### src/rtl/seq_div_pkg.sv
// Shared types and default widths for the sequential restoring divider.
package seq_div_pkg;

   localparam int DW_DEF = 8;
   localparam int VW_DEF = 4;

   typedef enum logic [1:0] {
      ST_IDLE = 2'b00,
      ST_CALC = 2'b01,
      ST_DONE = 2'b10
   } state_t;

endpackage

### src/rtl/div_step.sv
// One restoring-division step: shift in the next dividend bit, trial-subtract, select.
module div_step
   import seq_div_pkg::*;
#(
   parameter int VW = VW_DEF
) (
   input  logic [VW-1:0] rem_i,
   input  logic          bit_i,
   input  logic [VW-1:0] divisor_i,
   output logic [VW-1:0] rem_o,
   output logic          qbit_o
);

   logic [VW:0] shifted;

   // The shifted value is below twice the divisor, so a kept difference fits in VW bits.
   always_comb begin
      shifted = {rem_i, bit_i};
      qbit_o  = (shifted >= {1'b0, divisor_i});
      rem_o   = qbit_o ? (shifted[VW-1:0] - divisor_i) : shifted[VW-1:0];
   end

endmodule

### src/rtl/seq_div.sv
// Sequential unsigned restoring divider, one quotient bit per clock, MSB first.
module seq_div
   import seq_div_pkg::*;
#(
   parameter int DW = DW_DEF,
   parameter int VW = VW_DEF
) (
   input  logic          clk,
   input  logic          rst,
   input  logic          in_valid,
   output logic          in_ready,
   input  logic [DW-1:0] dividend,
   input  logic [VW-1:0] divisor,
   output logic          out_valid,
   input  logic          out_ready,
   output logic [DW-1:0] quotient,
   output logic [VW-1:0] remainder,
   output logic          dbz
);

   localparam int CW   = (DW > 1) ? $clog2(DW) : 1;
   localparam int CNTW = CW + 1;

   state_t          state_q, state_d;
   logic [DW-1:0]   dvd_q, dvd_d;
   logic [VW-1:0]   dvs_q, dvs_d;
   logic [DW-1:0]   quo_q, quo_d;
   logic [VW-1:0]   rem_q, rem_d;
   logic [CNTW-1:0] cnt_q, cnt_d;
   logic            dbz_q, dbz_d;

   logic            step_bit;
   logic [VW-1:0]   step_rem;
   logic            step_qbit;

   assign step_bit = dvd_q[cnt_q[CW-1:0]];

   div_step #(.VW(VW)) u_step (
      .rem_i     (rem_q),
      .bit_i     (step_bit),
      .divisor_i (dvs_q),
      .rem_o     (step_rem),
      .qbit_o    (step_qbit)
   );

   // Counter runs DW-1 down past zero; its extra MSB marks the trailing cycle before DONE.
   always_comb begin
      state_d = state_q;
      dvd_d   = dvd_q;
      dvs_d   = dvs_q;
      quo_d   = quo_q;
      rem_d   = rem_q;
      cnt_d   = cnt_q;
      dbz_d   = dbz_q;
      case (state_q)
         ST_IDLE: begin
            if (in_valid) begin
               dvd_d = dividend;
               dvs_d = divisor;
               rem_d = '0;
               if (divisor == '0) begin
                  state_d = ST_DONE;
                  quo_d   = '1;
                  cnt_d   = '0;
                  dbz_d   = 1'b1;
               end else begin
                  state_d = ST_CALC;
                  quo_d   = '0;
                  cnt_d   = CNTW'(DW - 1);
                  dbz_d   = 1'b0;
               end
            end
         end
         ST_CALC: begin
            if (cnt_q[CW]) begin
               state_d = ST_DONE;
            end else begin
               rem_d = step_rem;
               quo_d = (quo_q << 1) | DW'(step_qbit);
               cnt_d = cnt_q - 1'b1;
            end
         end
         ST_DONE: begin
            if (out_ready) state_d = ST_IDLE;
         end
         default: state_d = ST_IDLE;
      endcase
   end

   always_ff @(posedge clk or posedge rst) begin
      if (rst) begin
         state_q <= ST_IDLE;
         dvd_q   <= '0;
         dvs_q   <= '0;
         quo_q   <= '0;
         rem_q   <= '0;
         cnt_q   <= '0;
         dbz_q   <= 1'b0;
      end else begin
         state_q <= state_d;
         dvd_q   <= dvd_d;
         dvs_q   <= dvs_d;
         quo_q   <= quo_d;
         rem_q   <= rem_d;
         cnt_q   <= cnt_d;
         dbz_q   <= dbz_d;
      end
   end

   assign in_ready  = (state_q == ST_IDLE);
   assign out_valid = (state_q == ST_DONE);
   assign quotient  = quo_q;
   assign remainder = rem_q;
   assign dbz       = dbz_q;

endmodule

### config.mk
export PLATFORM = sky130hd
export DESIGN_NAME = seq_div
export DESIGN_NICKNAME = d
export VERILOG_FILES = /design/src/rtl/seq_div_pkg.sv /design/src/rtl/div_step.sv /design/src/rtl/seq_div.sv
export SDC_FILE = /design/constraint.sdc
export NUM_CORES = 1
export LEC_CHECK = 0
export ABC_AREA = 0
export ABC_CLOCK_PERIOD_IN_PS = 3820
export CORE_ASPECT_RATIO = 1.25
export CORE_UTILIZATION = 45
export DETAILED_ROUTE_END_ITERATION = 10
export GPL_ROUTABILITY_DRIVEN = 1
export PLACE_DENSITY = 0.7
export SETUP_SLACK_MARGIN = 0.3
export SLEW_MARGIN = 10
export SYNTH_ARGS = -nofsm -noshare
export SYNTH_HDL_FRONTEND = slang
export SYNTH_HIERARCHICAL = 1
export SYNTH_SLANG_ARGS = --single-unit
### constraint.sdc
create_clock -name clk -period 3.82 [get_ports clk]
set_clock_uncertainty 0.05 [all_clocks]
set_input_delay 0.382 -clock clk [delete_from_list [all_inputs] [get_ports clk]]
set_output_delay 0.382 -clock clk [all_outputs]
set_load 0.005 [all_outputs]
==> metrics.md, run 1 <==
| Metric | Value |
|---|---|
| Post-detail-place hpwl | `2560 um` |
| RePlAce Congestion | `0.944` |
| Initial antenna violation count | `0` |
| Fin. max-slew vios | `0` |
| Net Switching | `0.000777 W` |
| DR vias/cell | `5.56` |
| Worst skew pair latency | `280 ps` |
| Gr usage total | `19.8%` |
| Top-level port count | `31` |
| CTS clk-pin slew, worst paths | `70 ps` |
| Leakage | `0.955 nW` |
| Syn Std Cell Area | `1680 um^2` |
| Worst setup margin | `1230 ps` |
| TritonRoute pass-1 iters | `4` |
| Clock Power Share | `13.1%` |
| Routed Antenna Nets | `0` |
| Synth area leaders | `dfrtp_1, nand2_1, ha_1` |
| Worst endpoint required time | `3930 ps` |
| Synth warn | `6` |
| Area grow syn2layout | `22.8%` |
| H-tree depth reported by CTS | `2` |
| CP max FO | `7` |
| CTS Root Cell | `clkbuf_8` |
| Seq pwr share | `32.2%` |
| Initial Utilization | `47.8%` |
| CP startpoint kind | `flop` |
| Final hold vios | `0` |
| Clock buffer depth | `2` |
| Top cell type by total area after synthesis | `dfrtp_1` |
| Post-Syn Area per Cell | `9.13 um^2` |
| Combinational power share | `54.7%` |
| Nets@finish | `233` |
| Row count | `24` |
| Most used flip-flop cell after synthesis | `dfrtp_1` |
| Total wire length | `3500 um` |
| Yosys top cell area share | `46.2%` |
| Setup-failing EPs final | `0` |
| Tmin final | `2590 ps` |
| Measured slew at the worst slew-check pin | `952 ps` |
| Die H | `70.3 um` |
| Synth cell types | `43` |
| Remaining DRCs | `0` |
| Worst EP arrival | `2700 ps` |
| EDFF count, synth | `0` |
| Sequential share of the synthesized area | `46.2%` |
| CP max stage cell | `mux4_2` |
| Share of cells above drive strength 1 | `8.96%` |
| Die X | `56.6 um` |
| Dpl cells | `243` |
| RSZ-0062 raised after global routing | `no` |
| Asr flop ratio synth | `100%` |
| Critical Setup Path Class | `reg -> reg` |
| Worst Setup SP | `cnt_q[0]` |
| Number of max-cap violations | `0` |
| Hold Path Class | `reg -> reg` |
| First-pass GRT wire length | `6110 um` |
| Mapped Nets | `206` |
| Post-Layout Cell Count | `251` |
| Hold depth | `2` |
| RR Startpoint | `cnt_q[0]` |
| GR Util met2 | `34.1%` |
| Peak supply drop | `0.510 mV` |
| Routing usage on met1 | `22.3%` |
| CTS Hold Buffers Added | `0` |
| Status | `complete, no violations` |
| CTS tree | `built` |
| CP Buf/Inv Count | `1` |
| Setup TNS | `0 ps` |
| Largest net degree at the start of global routing | `32` |
| Pwr per Cell Area | `910 nW/um^2` |
| GRT met3 Usage | `4.44%` |
| Post-Place Setup Slack | `1230 ps` |
| Achievable frequency | `386 MHz` |
| Critical Path Max Stage Delay | `530 ps` |
| Critical-path cell list | `mux4_2 -> mux2_2 -> inv_1 -> ha_1 -> nand4_1 -> nand2_2 -> nor2_4 -> mux2_4 -> nand2_1 -> o21ai_0` |
| #FFs+latches synth | `31` |
| Slew headroom | `36.6%` |
| Mapped Cells | `184` |
| R2R cell count | `10` |
| Crit-path leading delay family | `multiplexers` |
| Total gr overflow | `0` |
| Vias | `1396` |
| Vias in the first global route | `1360` |
| # port buffers | `30` |
| Pint | `0.00110 W` |
| Switching share of total power | `41.4%` |
| Postcts setup bufs | `0` |
| Post-CTS sizing | `0` |
| Number of fill cells | `299` |
| Die ar. | `3980 um^2` |
| Wirelength per Cell | `14.0 um` |
| Ant diodes | `0` |
| Core footprint | `3510 um^2` |
| Drt initial violations | `62` |
| Total CTS buffers | `5` |
| Most Crowded Layer GR | `met2` |
| Worst path depth | `10` |
| Crit. End Element | `flop` |
| Min-delay src | `dvd_q[1]` |
| Clk sink count | `31` |
| Period utilisation layout | `67.9%` |
[placed cells by master, fill, tap and decap left out, types with 2 or more instances in the layout]
cell	n
inv_1	10
mux2i_1	3
or3b_1	2
clkdlybuf4s50_1	30
clkbuf_8	5
nor2b_1	3
dfrtp_1	31
mux4_2	2
nor2_1	13
nand3_1	12
nor4_1	2
o31ai_1	8
a21oi_1	2
o21ai_0	7
nand2_1	46
nor3_1	3
ha_1	5
buf_4	2
[worst register-to-register path: cells and delay by family (launching register included)]
kind,cells,cell delay (ps)
adder cells (fa/ha/maj),1,240
multiplexers,3,1110
AO/OA/AOI/OAI,1,70
AND/OR/NAND/NOR,4,440
flip-flops,1,490
buffers and inverters,1,70
[kinds of logic (layout without fill, tap and decap cells)]
| kind of cell | count (synthesis) | in the layout | synth area share [%] |
|---|---|---|---|
| xor+xnor | 1 | 1 | 0.522 |
| simple gates | 92 | 92 | 25.4 |
| compound gates | 25 | 25 | 10.7 |
| mux | 7 | 7 | 6.04 |
| fa+ha+maj | 6 | 6 | 4.92 |
| buf+inv | 22 | 50 | 6.19 |
| flops | 31 | 31 | 46.2 |
[per-layer routing]
metal | share of wire [%] | up-vias
met3 | 4.3 | 12
met2 | 52 | 45
met1 | 40 | 666
met5 | 0 | -
met4 | 3.0 | 0
li1 | - | 673
[synthesized netlist by cell type (3+ instances only)]
| library cell | instances |
|---|---|
| ha_1 | 5 |
| nor3_1 | 3 |
| o31ai_1 | 8 |
| o21ai_0 | 7 |
| dfrtp_1 | 31 |
| inv_1 | 10 |
| clkbuf_1 | 5 |
| nor2_1 | 13 |
| nand2_1 | 46 |
| nand3_1 | 12 |
| nor2b_1 | 3 |
| mux2i_1 | 3 |
[registers in the layout, summed over array words and instances (netlist names)]
signal	count
cnt_q	4
state_q	2
dbz	1
dvd_q	8
remainder	4
quotient	8
dvs_q	4
[layout make-up]
cell class	instances	area (um^2)	share of cell area [%]
Clock buffer	6	72.6	3.52
Clock inverter	2	12.5	0.607
Inverter	10	37.5	1.82
Multi-Input combinational cell	131	800	38.8
Sequential cell	31	776	37.6
Tap cell	39	48.8	2.37
Timing Repair Buffer	32	315	15.3
[final timing paths]
path	slack [ps]	end
worst max register to register	1230	remainder[2]
max in group asynchronous	3000	cnt_q[0]
worst min register to register	430	dvd_q[1]
worst max-delay path	1230	remainder[2]
worst min-delay path	430	dvd_q[1]
min in group asynchronous	440	quotient[4]
[power groups by stage]
stage | sequential, W | clock [W] | combinational (W)
after CTS | 0.000606 | 0.000253 | 0.00103
final | 0.000604 | 0.000246 | 0.00103
after detailed placement | 0.000611 | 0 | 0.00103
after global routing | 0.000629 | 0.000266 | 0.00114
after global placement | 0.000604 | 0 | 0.000984
after floorplan | 0.000560 | 0 | 0.000826
[per-stage QoR]
step                instance area [um^2]  hold WS, ps  util (%)  power, W
floorplan                           1680          390         -   0.00139
CTS                                 2060          436      58.7   0.00189
global placement                    1980          413      56.3   0.00159
global route                        2060          461      58.7   0.00203
detailed placement                  1980          419      56.3   0.00164
finish                              2060          429      58.7   0.00188
No activity file was read; power rests on OpenSTA's default activity.
==> run 2, diff against run 1 <==
--- a/config.mk
+++ b/config.mk
@@ -6,12 +6,12 @@
 export NUM_CORES = 1
 export LEC_CHECK = 0
 export ABC_AREA = 0
-export ABC_CLOCK_PERIOD_IN_PS = 3820
+export ABC_CLOCK_PERIOD_IN_PS = 2100
 export CORE_ASPECT_RATIO = 1.25
 export CORE_UTILIZATION = 45
 export DETAILED_ROUTE_END_ITERATION = 10
 export GPL_ROUTABILITY_DRIVEN = 1
-export PLACE_DENSITY = 0.7
+export PLACE_DENSITY = 0.73
 export SETUP_SLACK_MARGIN = 0.3
 export SLEW_MARGIN = 10
 export SYNTH_ARGS = -nofsm -noshare
==> constraint.sdc (replaced) <==
create_clock -name clk -period 2.1 [get_ports clk]
set_clock_uncertainty 0.05 [all_clocks]
set_input_delay 0.21 -clock clk [delete_from_list [all_inputs] [get_ports clk]]
set_output_delay 0.21 -clock clk [all_outputs]
set_load 0.005 [all_outputs]
==> metrics.md, run 2 (synthesis results as in run 1) <==
| Metric | Value |
|---|---|
| Status | `finished, violations left` |
| Failing checks | `setup timing` |
| Row count | `24` |
| RSZ-0062 raised after global routing | `yes` |
| Postcts setup bufs | `0` |
| Period utilisation layout | `114%` |
| Total CTS buffers | `5` |
| Tmin final | `2390 ps` |
| H-tree depth reported by CTS | `2` |
| CP Buf/Inv Count | `2` |
| Crit-path leading delay family | `multiplexers` |
| Ant diodes | `0` |
| CTS clk-pin slew, worst paths | `70 ps` |
| Measured slew at the worst slew-check pin | `557 ps` |
| Worst endpoint required time | `2270 ps` |
| Share of cells above drive strength 1 | `15.8%` |
| Drt initial violations | `53` |
| Routed Antenna Nets | `0` |
| Vias | `1403` |
| Leakage | `1.03 nW` |
| Peak supply drop | `1.08 mV` |
| Total chip power | `0.00394 W` |
| CP max FO | `3` |
| Worst path depth | `11` |
| Most common cell after layout, fill and taps aside | `nand2_1` |
| Gr usage total | `21.7%` |
| Largest net degree at the start of global routing | `32` |
| Slew headroom | `62.7%` |
| Critical Path Max Stage Delay | `530 ps` |
| Clock buffer depth | `2` |
| CTS tree | `built` |
| Core footprint | `3510 um^2` |
| Critical-path cell list | `mux4_2 -> mux2_4 -> inv_4 -> ha_4 -> nand4_1 -> nand2_2 -> nor2_4 -> buf_4 -> mux2i_1 -> nand2_1 -> o21ai_1` |
| Post-Place Setup Slack | `-280 ps` |
| Vias in the first global route | `1469` |
| R2R cell count | `11` |
| Post-detail-place hpwl | `2710 um` |
| Pwr per Cell Area | `1790 nW/um^2` |
| Initial Utilization | `47.8%` |
| Fin. max-slew vios | `0` |
| Worst EP arrival | `2560 ps` |
| Hold Path Class | `in -> async` |
| DR vias/cell | `5.40` |
| Total gr overflow | `0` |
| Total wire length | `3740 um` |
| Worst skew pair latency | `290 ps` |
| Remaining DRCs | `0` |
| CP startpoint kind | `flop` |
| Initial antenna violation count | `0` |
| Setup-failing EPs final | `5` |
| Achievable frequency | `418 MHz` |
| CTS Root Cell | `clkbuf_8` |
| Nets@finish | `242` |
| RePlAce Congestion | `0.957` |
| CP max stage cell | `mux4_2` |
| # port buffers | `30` |
| Most frequent cells in the layout | `nand2_1, dfrtp_1, clkdlybuf4s50_1` |
| Die ar. | `3980 um^2` |
| Area grow syn2layout | `31.1%` |
| CTS Hold Buffers Added | `0` |
| Number of fill cells | `310` |
| Final hold vios | `0` |
| Wirelength per Cell | `14.4 um` |
| Clk sink count | `31` |
| Crit. End Element | `flop` |
| Worst setup margin | `-291 ps` |
| TritonRoute pass-1 iters | `4` |
| Critical Setup Path Class | `reg -> reg` |
| First-pass GRT wire length | `6600 um` |
| Number of max-cap violations | `0` |
| Die H | `70.3 um` |
| Top-level port count | `31` |
| Die X | `56.6 um` |
## run 2: changes by cell type in the layout (fill, tap and decap cells not counted), sizes merged
cell,before,now
buf,2,11
bufinv,0,1
clkinvlp,1,0
## run 2: per-layer routing
metal / track usage, % / share of wire, % / vias up
li1: - / - / 689
met1: 25.3 / 41 / 667
met2: 36.1 / 53 / 42
met3: 5.93 / 4.8 / 5
met4: 10.8 / 1.7 / 0
met5: 0 / 0 / -
## run 2: path summary, 6_finish.rpt
kind	start	to	slack, ps
worst max-delay path	cnt_q[0]	remainder[1]	-290
worst min-delay path	rst	remainder[3]	250
worst min register to register	dvd_q[7]	dvd_q[7]	420
min in group clk	dividend[3]	dvd_q[3]	400
max in group asynchronous	rst	state_q[0]	1440
worst max register to register	cnt_q[0]	remainder[1]	-290
## run 2: metrics by stage
stage / instances / TNS, ps / util (%) / hold WS [ps] / instance area (um^2)
5_1_grt: 260 / -1730 / 62.6 / 301 / 2200
3_5_place_dp: 252 / -975 / 58.9 / 410 / 2070
6_report: 260 / -1100 / 62.6 / 253 / 2200
2_1_floorplan: 184 / -501 / - / 264 / 1720
3_3_place_gp: 252 / -612 / 58.9 / 408 / 2070
4_1_cts: 260 / -1090 / 62.4 / 259 / 2190
## run 2: cell type report
type	count	area, um^2	share of cell area (%)
multi-input cells	131	831	37.7
well taps	39	48.8	2.22
clock inverters	2	35.0	1.59
clock buffers	6	82.6	3.75
repair buffers	41	387	17.6
flip-flops and latches	31	777	35.3
inverters	10	40.0	1.82
## run 2: what timing repair did
item / CTS / global route
setup endpoints to repair: 5 / 6
gates resized for setup: 1 / 3
pin swaps: 0 / 4
## run 2: where the power goes
group | switching (W) | internal [W] | total (W) | leakage, nW
Clock | 0.000231 | 0.000384 | 0.000615 | 0.0612
Sequential | 0.000224 | 0.000871 | 0.00109 | 0.389
Combinational | 0.00109 | 0.00114 | 0.00223 | 0.577
## run 2: worst register-to-register path: stages (launching register included)
cell,delay (ps)
dfrtp_1,410
mux4_2,530
mux2_4,290
inv_4,60
ha_4,190
nand4_1,100
nand2_2,90
nor2_4,140
buf_4,130
mux2i_1,170
nand2_1,60
o21ai_1,110
==> run 3, diff against run 2 <==
--- a/config.mk
+++ b/config.mk
@@ -7,13 +7,14 @@
 export LEC_CHECK = 0
 export ABC_AREA = 0
 export ABC_CLOCK_PERIOD_IN_PS = 2100
+export CAP_MARGIN = 30
 export CORE_ASPECT_RATIO = 1.25
 export CORE_UTILIZATION = 45
 export DETAILED_ROUTE_END_ITERATION = 10
 export GPL_ROUTABILITY_DRIVEN = 1
 export PLACE_DENSITY = 0.73
 export SETUP_SLACK_MARGIN = 0.3
-export SLEW_MARGIN = 10
+export SLEW_MARGIN = 20
 export SYNTH_ARGS = -nofsm -noshare
 export SYNTH_HDL_FRONTEND = slang
 export SYNTH_HIERARCHICAL = 1
==> results of run 3 <==
No change in the layout: final DEF, timing and power equal those of run 2.
